[config.mk]
export PLATFORM = sky130hd
export DESIGN_NAME = serial_word_loader
export DESIGN_NICKNAME = d
export VERILOG_FILES = /design/src/rtl/serial_word_loader.sv
export SDC_FILE = /design/constraint.sdc
export NUM_CORES = 1
export LEC_CHECK = 0
export CAP_MARGIN = 20
export CORE_UTILIZATION = 51
export DETAILED_ROUTE_END_ITERATION = 8
export GPL_ROUTABILITY_DRIVEN = 0
export GPL_TIMING_DRIVEN = 1
export PLACE_DENSITY = 0.86
export SLEW_MARGIN = 20
export SYNTH_ARGS = -nofsm -noshare
export SYNTH_HDL_FRONTEND = slang
export SYNTH_SLANG_ARGS = --single-unit
[constraint.sdc]
create_clock -name clk -period 4 [get_ports clk]
set_input_delay 0.8 -clock clk [delete_from_list [all_inputs] [get_ports clk]]
set_output_delay 0.8 -clock clk [all_outputs]
set_load 0.01 [all_outputs]
[src/rtl/serial_word_loader.sv]
// -----------------------------------------------------------------------------
// serial_word_loader
//
// Purpose:
//   Upstream stage for a WIDTH-bit load-enabled register (Register32bits).
//   Assembles a serial bit stream, MSB first, into a WIDTH-bit word and then
//   presents it on D with a one-cycle load strobe (enable). The strobe is
//   gated by a ready signal from the downstream side. The finished word is
//   held until downstream accepts it. Accepted words are counted.
//
// Ports:
//   clk         in   1      system clock, all state changes on rising edge
//   reset       in   1      synchronous, active-high reset (highest priority)
//   start       in   1      begin, or restart, assembly of a new word
//   bit_in      in   1      serial data bit, MSB first
//   bit_valid   in   1      bit_in is valid this cycle (used in SHIFT only)
//   load_ready  in   1      downstream may load this cycle
//   D           out  WIDTH  assembled word, feeds the register's D input
//   enable      out  1      load strobe, feeds the register's enable input
//   busy        out  1      high while in SHIFT or LOAD
//   word_count  out  CNT_W  words loaded since reset, wraps silently
// -----------------------------------------------------------------------------
module serial_word_loader #(
    parameter int WIDTH = 32,
    parameter int CNT_W = 8
) (
    input  logic             clk,
    input  logic             reset,
    input  logic             start,
    input  logic             bit_in,
    input  logic             bit_valid,
    input  logic             load_ready,
    output logic [WIDTH-1:0] D,
    output logic             enable,
    output logic             busy,
    output logic [CNT_W-1:0] word_count
);

    // Bit counter only needs to reach WIDTH-1; the final shift moves to LOAD.
    localparam int BCNT_W = (WIDTH > 1) ? $clog2(WIDTH) : 1;
    localparam logic [BCNT_W-1:0] LAST_BIT = BCNT_W'(WIDTH - 1);

    typedef enum logic [1:0] {
        ST_IDLE  = 2'd0,
        ST_SHIFT = 2'd1,
        ST_LOAD  = 2'd2
    } state_t;

    state_t             r_state;
    logic [WIDTH-1:0]   r_shift;
    logic [BCNT_W-1:0]  r_bit_cnt;
    logic [CNT_W-1:0]   r_word_count;
    logic               w_enable;

    // The strobe must be combinational so the register captures D in the very
    // cycle downstream signals ready. A simultaneous start wins and drops the
    // pending word, so it suppresses the strobe.
    assign w_enable = (r_state == ST_LOAD) & load_ready & ~start;

    assign enable     = w_enable;
    assign busy       = (r_state != ST_IDLE);
    assign D          = r_shift;
    assign word_count = r_word_count;

    // Word assembly FSM, shift register, bit counter and loaded-word counter.
    always_ff @(posedge clk) begin
        if (reset) begin
            r_state      <= ST_IDLE;
            r_shift      <= '0;
            r_bit_cnt    <= '0;
            r_word_count <= '0;
        end else if (start) begin
            // Start and restart behave identically in every state: any partial
            // or unloaded word is discarded, and a bit offered this cycle is
            // ignored because it belongs to the abandoned word.
            r_state      <= ST_SHIFT;
            r_shift      <= '0;
            r_bit_cnt    <= '0;
            r_word_count <= r_word_count;
        end else begin
            case (r_state)
                ST_IDLE: begin
                    r_state      <= ST_IDLE;
                    r_shift      <= r_shift;
                    r_bit_cnt    <= r_bit_cnt;
                    r_word_count <= r_word_count;
                end
                ST_SHIFT: begin
                    r_word_count <= r_word_count;
                    if (bit_valid) begin
                        r_shift   <= {r_shift[WIDTH-2:0], bit_in};
                        r_bit_cnt <= r_bit_cnt + 1'b1;
                        if (r_bit_cnt == LAST_BIT) begin
                            r_state <= ST_LOAD;
                        end else begin
                            r_state <= ST_SHIFT;
                        end
                    end else begin
                        // Stall: no timeout, the word simply waits for more bits.
                        r_state   <= ST_SHIFT;
                        r_shift   <= r_shift;
                        r_bit_cnt <= r_bit_cnt;
                    end
                end
                ST_LOAD: begin
                    // D stays frozen until the word is accepted or abandoned.
                    r_shift   <= r_shift;
                    r_bit_cnt <= r_bit_cnt;
                    if (w_enable) begin
                        r_state      <= ST_IDLE;
                        r_word_count <= r_word_count + 1'b1;
                    end else begin
                        r_state      <= ST_LOAD;
                        r_word_count <= r_word_count;
                    end
                end
                default: begin
                    r_state      <= ST_IDLE;
                    r_shift      <= r_shift;
                    r_bit_cnt    <= r_bit_cnt;
                    r_word_count <= r_word_count;
                end
            endcase
        end
    end

endmodule

==> results_dict.tcl <==
set metrics [dict create \
    clock_power_share 0.406 \
    whs_path_depth 2 \
    required_ps 3200 \
    fp.dieH_um 61.6 \
    crit_arrival_ps 2120 \
    drt_iter0_markers 87 \
    path_max_fanout 8 \
    core_area_um2 3360 \
    numPortBuffers 47 \
    placed_area_um2 2300 \
    drive_above_1_share 0.0453 \
    postLayoutCellArea_um2 2410 \
    avgSynthCellArea_um2 8.25 \
    max_freq_mhz 343 \
    synth_cells 220 \
    num_rows 21 \
    die_area_um2 3800 \
    synth.ff_latch_count 47 \
    reg2reg_slack_ps 2150 \
    relSlewSlack 0.534 \
    tightest_slew_ps 699 \
    path_clk_slew_ps 130 \
    post_cts_buffers 0 \
    ff2ff_path_depth 6 \
    period_minus_slack_ps 2920 \
    routed_wl_mm 3.77 \
    hold_viol 0 \
    slew_violations 0 \
    num_antenna_cells 0 \
    layout_commonest_cell "nand2_1" \
    seqPwrFrac 0.556 \
    nNetsFinal 276 \
    status "finished clean" \
    r2r_start "r_state[1]$_SDFF_PP0_" \
    cts_buffers 5 \
    min-delay-start "D[31]$_SDFFE_PP0P_" \
    wire_per_inst_um 12.1 \
    cts_tree "built" \
    post_cts_resized 0 \
    initial_core_util 0.539 \
    grt_max_degree 39 \
    setup_viol 0 \
    vias 1593 \
    layout_common_cells "nand2_1, dfxtp_1, clkdlybuf4s50_1" \
    p_per_area_nw_per_um2 351 \
    fin_crit_sh 0.730 \
    ant_nets 0 \
    ctsLongestPathBuffers 2 \
    worst_r2r_endpoint "D[10]$_SDFFE_PP0P_" \
    p_sw_frac 0.202 \
    yosys_warnings 0 \
    p_comb_frac 0.038 \
    via_per_inst 5.12 \
    max-cap-violations 0 \
    drc 0 \
    synth.distinct_cells 29 \
    vdd_ir_drop_max_mv 0.276 \
    htreeDepth 2 \
    area_growth_pct 32.6 \
    seq_area_frac_synth 0.519 \
    crit_path_end_kind "output pin" \
    finish.utilization 0.715 \
    rsz0062_at_grt "false" \
    cts_sinks 47 \
    min_to "D[31]$_SDFFE_PP0P_" \
    grtUsageTotal 0.212 \
    antenna_found_initial 0 \
    hp-class "flip-flop to flip-flop" \
    globalRoute.totalOverflow 0 \
    critPathKind "input pin to output pin" \
    fin_setup_tns_ps 0 \
    p_sw_uw 171 \
    start_kind "input pin" \
    root_buffer "clkbuf_4" \
    hpwl_mm 2.48 \
    grt_pass1_vias 1346 \
    leakage_uw 0.000814 \
    grt_pass1_wl_mm 5.80 \
    io_pins 48 \
    clock_skew_ps 8.27 \
    clk-insertion-delay-late_ps 370 \
    fp.dieW_um 61.6 \
    cts_hold_buf 0 \
    synth_area_um2 1810 \
    dr.pass1.iters 4 \
    internal-power_uw 675 \
    whs_ps 468 \
    syn_nets 232 \
]
[worst max-delay path: stages]
cell and delay (ps):
clkdlybuf4s50_1 480, nand3b_4 240, inv_1 80, clkdlybuf4s50_1 520
[Yosys cell counts]
library cell   n  area (um^2)
a21oi_1       39          195
a31oi_1        1         6.26
a32oi_1        1         8.76
and2_1         1         6.26
and3_1         1         6.26
buf_2          6         30.0
clkbuf_1       6         22.5
dfxtp_1       47          941
ha_1           6         75.1
inv_1          6         22.5
mux2_2         1         11.3
mux2i_1        1         10.0
nand2_1       72          270
nand3_1        3         15.0
nand3b_4       1         20.0
nand4_1        1         6.26
nand4b_1       1         8.76
nor2_1         7         26.3
nor2b_1        1         6.26
nor3b_1        1         7.51
nor4_1         1         6.26
o21ai_0        3         15.0
o31ai_1        2         15.0
or2_2          1         6.26
or2b_1         1         7.51
or3_1          3         18.8
or4_1          2         15.0
xnor2_1        2         17.5
xor2_1         2         17.5
[layout make-up]
cell class                 instances  area, um^2
fill                             295         957
tap                               46        57.6
multi-input combinational        155         798
timing repair buffer              49         485
clock buffer                       6        41.3
clock inverter                     2        60.1
inverter                           6        22.5
sequential                        47         941
[sequential cells by signal (all words and copies together), names as in the netlist]
register	flops
r_bit_cnt	5
r_state	2
word_count	8
D	32
[metal layers]
layer / share of wire / routed length (um) / global-route usage / vias to the layer above
met5: 0 / 0 / 0 / -
met4: 0.023 / 88 / 0.114 / 0
met3: 0.064 / 242 / 0.0672 / 8
met2: 0.47 / 1770 / 0.330 / 42
met1: 0.44 / 1670 / 0.262 / 733
li1: - / - / - / 810
[through the flow]
| stage | setup slack [ps] | total power [uW] | cells |
|---|---|---|---|
| after CTS | 1080 | 855 | 311 |
| after floorplan | 2120 | 501 | 220 |
| after global placement | 1120 | 512 | 303 |
| after global routing | 1010 | 873 | 311 |
| after detailed placement | 1090 | 512 | 303 |
| final | 1080 | 845 | 311 |
[cell families after synthesis]
kind of cell,Yosys count,share of synthesized area
buffers and inverters,18,0.0414
muxes,2,0.0117
xor gates and xnor gates,4,0.0193
AOI/OAI and AO/OA,46,0.132
and+or+nand+nor,97,0.235
adders and majority gates,6,0.0414
DFF,47,0.519
[worst max path at each step]
stage,depth (start not counted),end,start
3_5_place_dp,4,enable,start
2_1_floorplan,2,enable,start
4_1_cts,4,enable,start
3_3_place_gp,4,enable,start
6_report,4,enable,start
5_1_grt,4,enable,start
[power groups by stage]
stage / combinational [uW] / sequential (uW) / clock, uW
2_1_floorplan: 20.6 / 480 / 0
3_3_place_gp: 31.8 / 480 / 0
3_5_place_dp: 31.8 / 480 / 0
4_1_cts: 32.3 / 470 / 353
5_1_grt: 35.6 / 470 / 367
6_report: 32.1 / 470 / 343
Power figures use the tool's default switching activity.
==> RTL change 1 (config.mk and constraints unchanged) <==
Encoding of `state_t`: now one-hot (3 bits for 3 states).
--- a/src/rtl/serial_word_loader.sv
+++ b/src/rtl/serial_word_loader.sv
@@ -40,10 +40,10 @@
     localparam int BCNT_W = (WIDTH > 1) ? $clog2(WIDTH) : 1;
     localparam logic [BCNT_W-1:0] LAST_BIT = BCNT_W'(WIDTH - 1);
 
-    typedef enum logic [1:0] {
-        ST_IDLE  = 2'd0,
-        ST_SHIFT = 2'd1,
-        ST_LOAD  = 2'd2
+    typedef enum logic [2:0] {
+        ST_IDLE  = 3'b001,
+        ST_SHIFT = 3'b010,
+        ST_LOAD  = 3'b100
     } state_t;
 
     state_t             r_state;
Formal check against the unedited RTL: no difference found for any inputs over 10 cycles, from zero or initial values and one cycle with reset high; not proved beyond that.
==> RTL change 1 against the unedited design <==
- routed wire length rose by 2.9%
- sequential share of layout area rose by 0.34 points
- count of clock-buffer cells in the layout rose by 1
- power fell by 2.5%
- synthesized cell count rose by 4.1%
- worst hold slack improved by 7.3 ps
- global-route usage barely moved
- fmax fell by 3.8%
- core utilization fell by 0.22 points
- cell area rose by 1.2%
- via count rose by 4.0%
- area after synthesis rose by 2.8%
- worst setup slack got worse by 110 ps
- sequential cell count rose by 1
- critical path type unchanged
- largest cell class unchanged
==> RTL change 1: results (changes against the unedited design) <==
stage,metric,value,unit,change
routing,viasPerCell,5.23,,+2.0%
status,status,completed,,
yosys,yosysSeqAreaShare,51.5,%,-0.32 points
place,portBuffers,47,,unchanged
clock_network,numCtsBuffers,5,,unchanged
clock_network,cts_setup_buffers,0,,unchanged
timing,relSlewSlack,51.8,%,-1.6 points
yosys,yosys_warnings,0,,unchanged
grt,grt_first_pass_wirelength,6.53,mm,+13%
timing,clock_skew,8.62,ps,+0.346 ps
yosys,synth_compound_area_share,14.1,%,+0.85 points
yosys,muxShareOfSynthArea,1.81,%,+0.64 points
setup_path,r2r_cells,3,,-3
timing,timing.hold.ws,475,ps,+7.31 ps
clock_network,cts_root_buf,clkbuf_4,,
clock_network,ctsResizeCount,0,,unchanged
yosys,synthTopCellsByCount,"nand2_1, dfxtp_1, a21oi_1",,
yosys,synth_area_leaders,"dfxtp_1, nand2_1, a21oi_1, ha_1, mux2_2",,
final_layout,diodes,0,,unchanged
setup_path,max_stage_delay,540,ps,+20 ps
clock_network,clockBufferDepth,2,,unchanged
final_layout,drive_above_1_share,5.90,%,+1.4 points
worst_hold_path,hp-class,reg -> reg,,
grt,grt_max_degree,39,,unchanged
pwr,power.switching,0.168,mW,-1.4%
yosys,syn_area_per_cell,8.14,um^2,-1.3%
clock_network,clock_latency,360,ps,
final_layout,nets,279,,+1.1%
grt,first_global_vias,1506,,+12%
yosys,synth_nets,238,,+2.6%
yosys,synth_fa_ha_area_share,2.01,%,-2.1 points
setup_path,cp_slowest_cell,clkdlybuf4s50_1,,
timing,period_share,75.8,%,+2.9 points
final_layout,fill_cells,273,,-7.5%
pwr,p_leak,0.767,nW,-5.8%
yosys,async_reset_ff_share,0,%,unchanged
setup_path,crit_family,buffers and inverters,,
place,dpl.cell_count,309,,+2.0%
clock_network,htree_levels,2,,unchanged
routing,wl_per_cell,12.2,um,+0.92%
setup_path,worstPathArrival,2230,ps,+110 ps
routing,dr.first_iter.drc_count,112,,+29%
setup_path,cp_max_fo,7,,-1
yosys,ys_types,32,,+10%
grt,grtUsageTotal,21.2,%,+0.024 points
clock_network,clk_pin_slew_worst_paths,130,ps,about the same
final_layout,largest_reg_flops,32,,unchanged
setup_path,reg2reg_slack,2160,ps,
grt,antenna_found_initial,0,,unchanged
routing,wirelength,3.88,mm,+2.9%
place,post-dp-hpwl,2.54,mm,+2.3%
yosys,synthXorXnorAreaFrac,0.470,%,-1.5 points
pwr,max-vdd-ir-drop,0.000290,V,+5.2%
routing,drtPass1Iterations,4,,unchanged
[RTL change 1: through the flow]
step                utilization [%]  instance area, um^2
finish                         71.3                 2440
global route                   71.3                 2440
CTS                            71.3                 2440
detailed placement             68.5                 2340
global placement               68.5                 2340
floorplan                         -                 1860
[RTL change 1: power by group through the flow]
stage / sequential (mW) / clock [mW] / combinational, mW
2_1_floorplan: 0.491 / 0 / 0.0162
3_3_place_gp: 0.492 / 0 / 0.0264
3_5_place_dp: 0.492 / 0 / 0.0267
4_1_cts: 0.481 / 0.319 / 0.0269
5_1_grt: 0.482 / 0.342 / 0.0296
6_report: 0.481 / 0.316 / 0.0268
[RTL change 1: final timing paths]
check	endpoint	startpoint
max	enable	start
max reg2reg	r_bit_cnt[3]$_SDFFE_PP0P_	r_state[0]$_SDFF_PP1_
min reg2reg	D[31]$_SDFFE_PP0P_	D[31]$_SDFFE_PP0P_
min	D[31]$_SDFFE_PP0P_	D[31]$_SDFFE_PP0P_
[RTL change 1: logic make-up (layout without fill, tap and decap cells)]
logic type	after synthesis	in the layout
xor+xnor	1	1
simple gates	107	107
flops	48	48
mux	3	3
buf+inv	16	58
compound gates	51	51
fa+ha+maj	3	3
[RTL change 1: worst min-delay path: cells and delay by family (launching register included)]
| kind | cells | cell delay [ps] |
|---|---|---|
| simple gates | 1 | 50 |
| flops | 1 | 340 |
| compound gates | 1 | 60 |
[RTL change 1: cell type report]
type	count	share of cell area, %
Sequential cell	48	39.4
Multi-Input combinational cell	165	34.4
Timing Repair Buffer	48	19.6
Clock buffer	7	2.67
Tap cell	46	2.36
Clock inverter	1	1.23
Inverter	2	0.308
[RTL change 1: routing by layer]
layer / routed length, um / track usage (%)
met1: 1820 / 25.1
met2: 1780 / 34.5
met3: 214 / 6.57
met4: 56 / 11.0
met5: 0 / 0
==> RTL change 2 (same settings) <==
Made on the original files. `CNT_W`: 8 -> 6.
--- a/src/rtl/serial_word_loader.sv
+++ b/src/rtl/serial_word_loader.sv
@@ -22,7 +22,7 @@
 // -----------------------------------------------------------------------------
 module serial_word_loader #(
     parameter int WIDTH = 32,
-    parameter int CNT_W = 8
+    parameter int CNT_W = 6
 ) (
     input  logic             clk,
     input  logic             reset,
Interface: changed (resized word_count); port bits go from 48 to 46. No check against the original RTL was run, so the function may have changed too.
==> RTL change 2 against the unedited design <==
- power shrank 17%
- cell area decreased by 6.2%
- highest routed layer unchanged
- die area fell by 2.3%
- worst setup slack got worse by 20 ps
- area after synthesis is 2.3% lower
- critical path depth unchanged
- clock power down 37%
- sequential cell count decreased by 2
- non-clock buffer count down 2
- largest cell class unchanged
- routed wire length fell by 9.2%
==> RTL change 2: results (changes against the unedited design) <==
stage,metric,value,unit,change
status,status,completed,,
grt,grt_util_met2,33.4,%,+0.41 points
place,dp_slack,1070,ps,-16.6 ps
clock_network,clock_latency,350,ps,-20 ps
yosys,ys_types,23,,-21%
grt,grtUsageTotal,20.3,%,-0.92 points
yosys,synth_area_leaders,"dfxtp_1, nand2_1, a21oi_1, ha_1, buf_6",,
routing,viasPerCell,4.99,,-2.6%
routing,dr.first_iter.drc_count,64,,-26%
grt,grt_use_met1,24.0,%,-2.1 points
place,portBuffers,45,,-4.3%
grt,gr-usage-met3,7.68,%,+0.95 points
place,post-dp-hpwl,2.30,mm,-7.2%
timing,fmax,340,MHz,-0.67%
clock_network,cts_root_buf,clkbuf_4,,
yosys,yosysSeqAreaShare,50.8,%,-1.0 points
grt,grt_max_degree,38,,-2.6%
timing,clock_skew,17.5,ps,+9.28 ps
timing,relSlewSlack,57.2,%,+3.7 points
yosys,synthTopCellsByCount,"nand2_1, dfxtp_1, a21oi_1",,
setup_path,cp_max_fo,7,,-1
place,dpl.cell_count,293,,-3.3%
grt,first_global_vias,1248,,-7.3%
yosys,synth_nets,224,,-3.4%
setup_path,worstPathArrival,2140,ps,+20 ps
yosys,syn_inst,212,,-3.6%
final_layout,fin_cells,300,,-3.5%
pwr,max-vdd-ir-drop,0.000210,V,-24%
## RTL change 2: changes by cell type in the layout (fill, tap and decap cells not counted), sizes merged, moves of 2 or more
cell           unedited run  this run
clkdlybuf4s50            47        45
o21ai                     3         5
dfxtp                    47        45
bufinv                    2         0
nand3                     3         5
o31ai                     2         0
or4                       2         0
## RTL change 2: layout make-up
type	count	area, um^2
clock buffer	6	51.3
inverter	5	18.8
clock inverter	1	7.51
fill	285	1080
sequential	45	901
tap	46	57.6
timing repair buffer	47	465
multi-input combinational	150	754
## RTL change 2: cell families (layout without fill, tap and decap cells)
| family | count (synthesis) | count (layout) | share of synthesized area (%) |
|---|---|---|---|
| AO/OA/AOI/OAI | 45 | 45 | 12.8 |
| XOR/XNOR | 4 | 4 | 1.98 |
| adder cells (fa/ha/maj) | 6 | 6 | 4.24 |
| buffers and inverters | 17 | 59 | 6.57 |
| flip-flops | 45 | 45 | 50.8 |
| multiplexers | 1 | 1 | 0.565 |
| AND/OR/NAND/NOR | 94 | 94 | 23.0 |
## RTL change 2: path summary, 6_finish.rpt
check | startpoint | end | slack [ps] | cells past startpoint
min reg2reg | D[31]$_SDFFE_PP0P_ | D[31]$_SDFFE_PP0P_ | 470 | 2
min | D[31]$_SDFFE_PP0P_ | D[31]$_SDFFE_PP0P_ | 470 | 2
max | start | enable | 1060 | 4
max reg2reg | r_state[1]$_SDFF_PP0_ | D[31]$_SDFFE_PP0P_ | 2190 | 6
## RTL change 2: per-layer routing
layer  wire length [um]  vias up
met5                  0        -
met4                 46        0
met3                264        5
met2               1500       47
met1               1610      671
li1                   -      773
## RTL change 2: power breakdown
part	switching [mW]	internal (mW)	total [mW]
sequential	0.000742	0.449	0.450
combinational	0.0213	0.0105	0.0317
clock	0.134	0.0825	0.216
total	0.156	0.542	0.698
## RTL change 2: stage by stage
step	power [mW]	cell area, um^2	hold WS, ps
floorplan	0.485	1770	438
detailed placement	0.492	2200	450
global route	0.729	2260	492
global placement	0.492	2200	444
CTS	0.705	2260	467
finish	0.698	2260	467
## RTL change 2: worst min-delay path, delay by kind of cell (launching register included)
family | cells | cell delay (ps)
AOI/OAI and AO/OA | 1 | 50
DFF | 1 | 330
and+or+nand+nor | 1 | 50
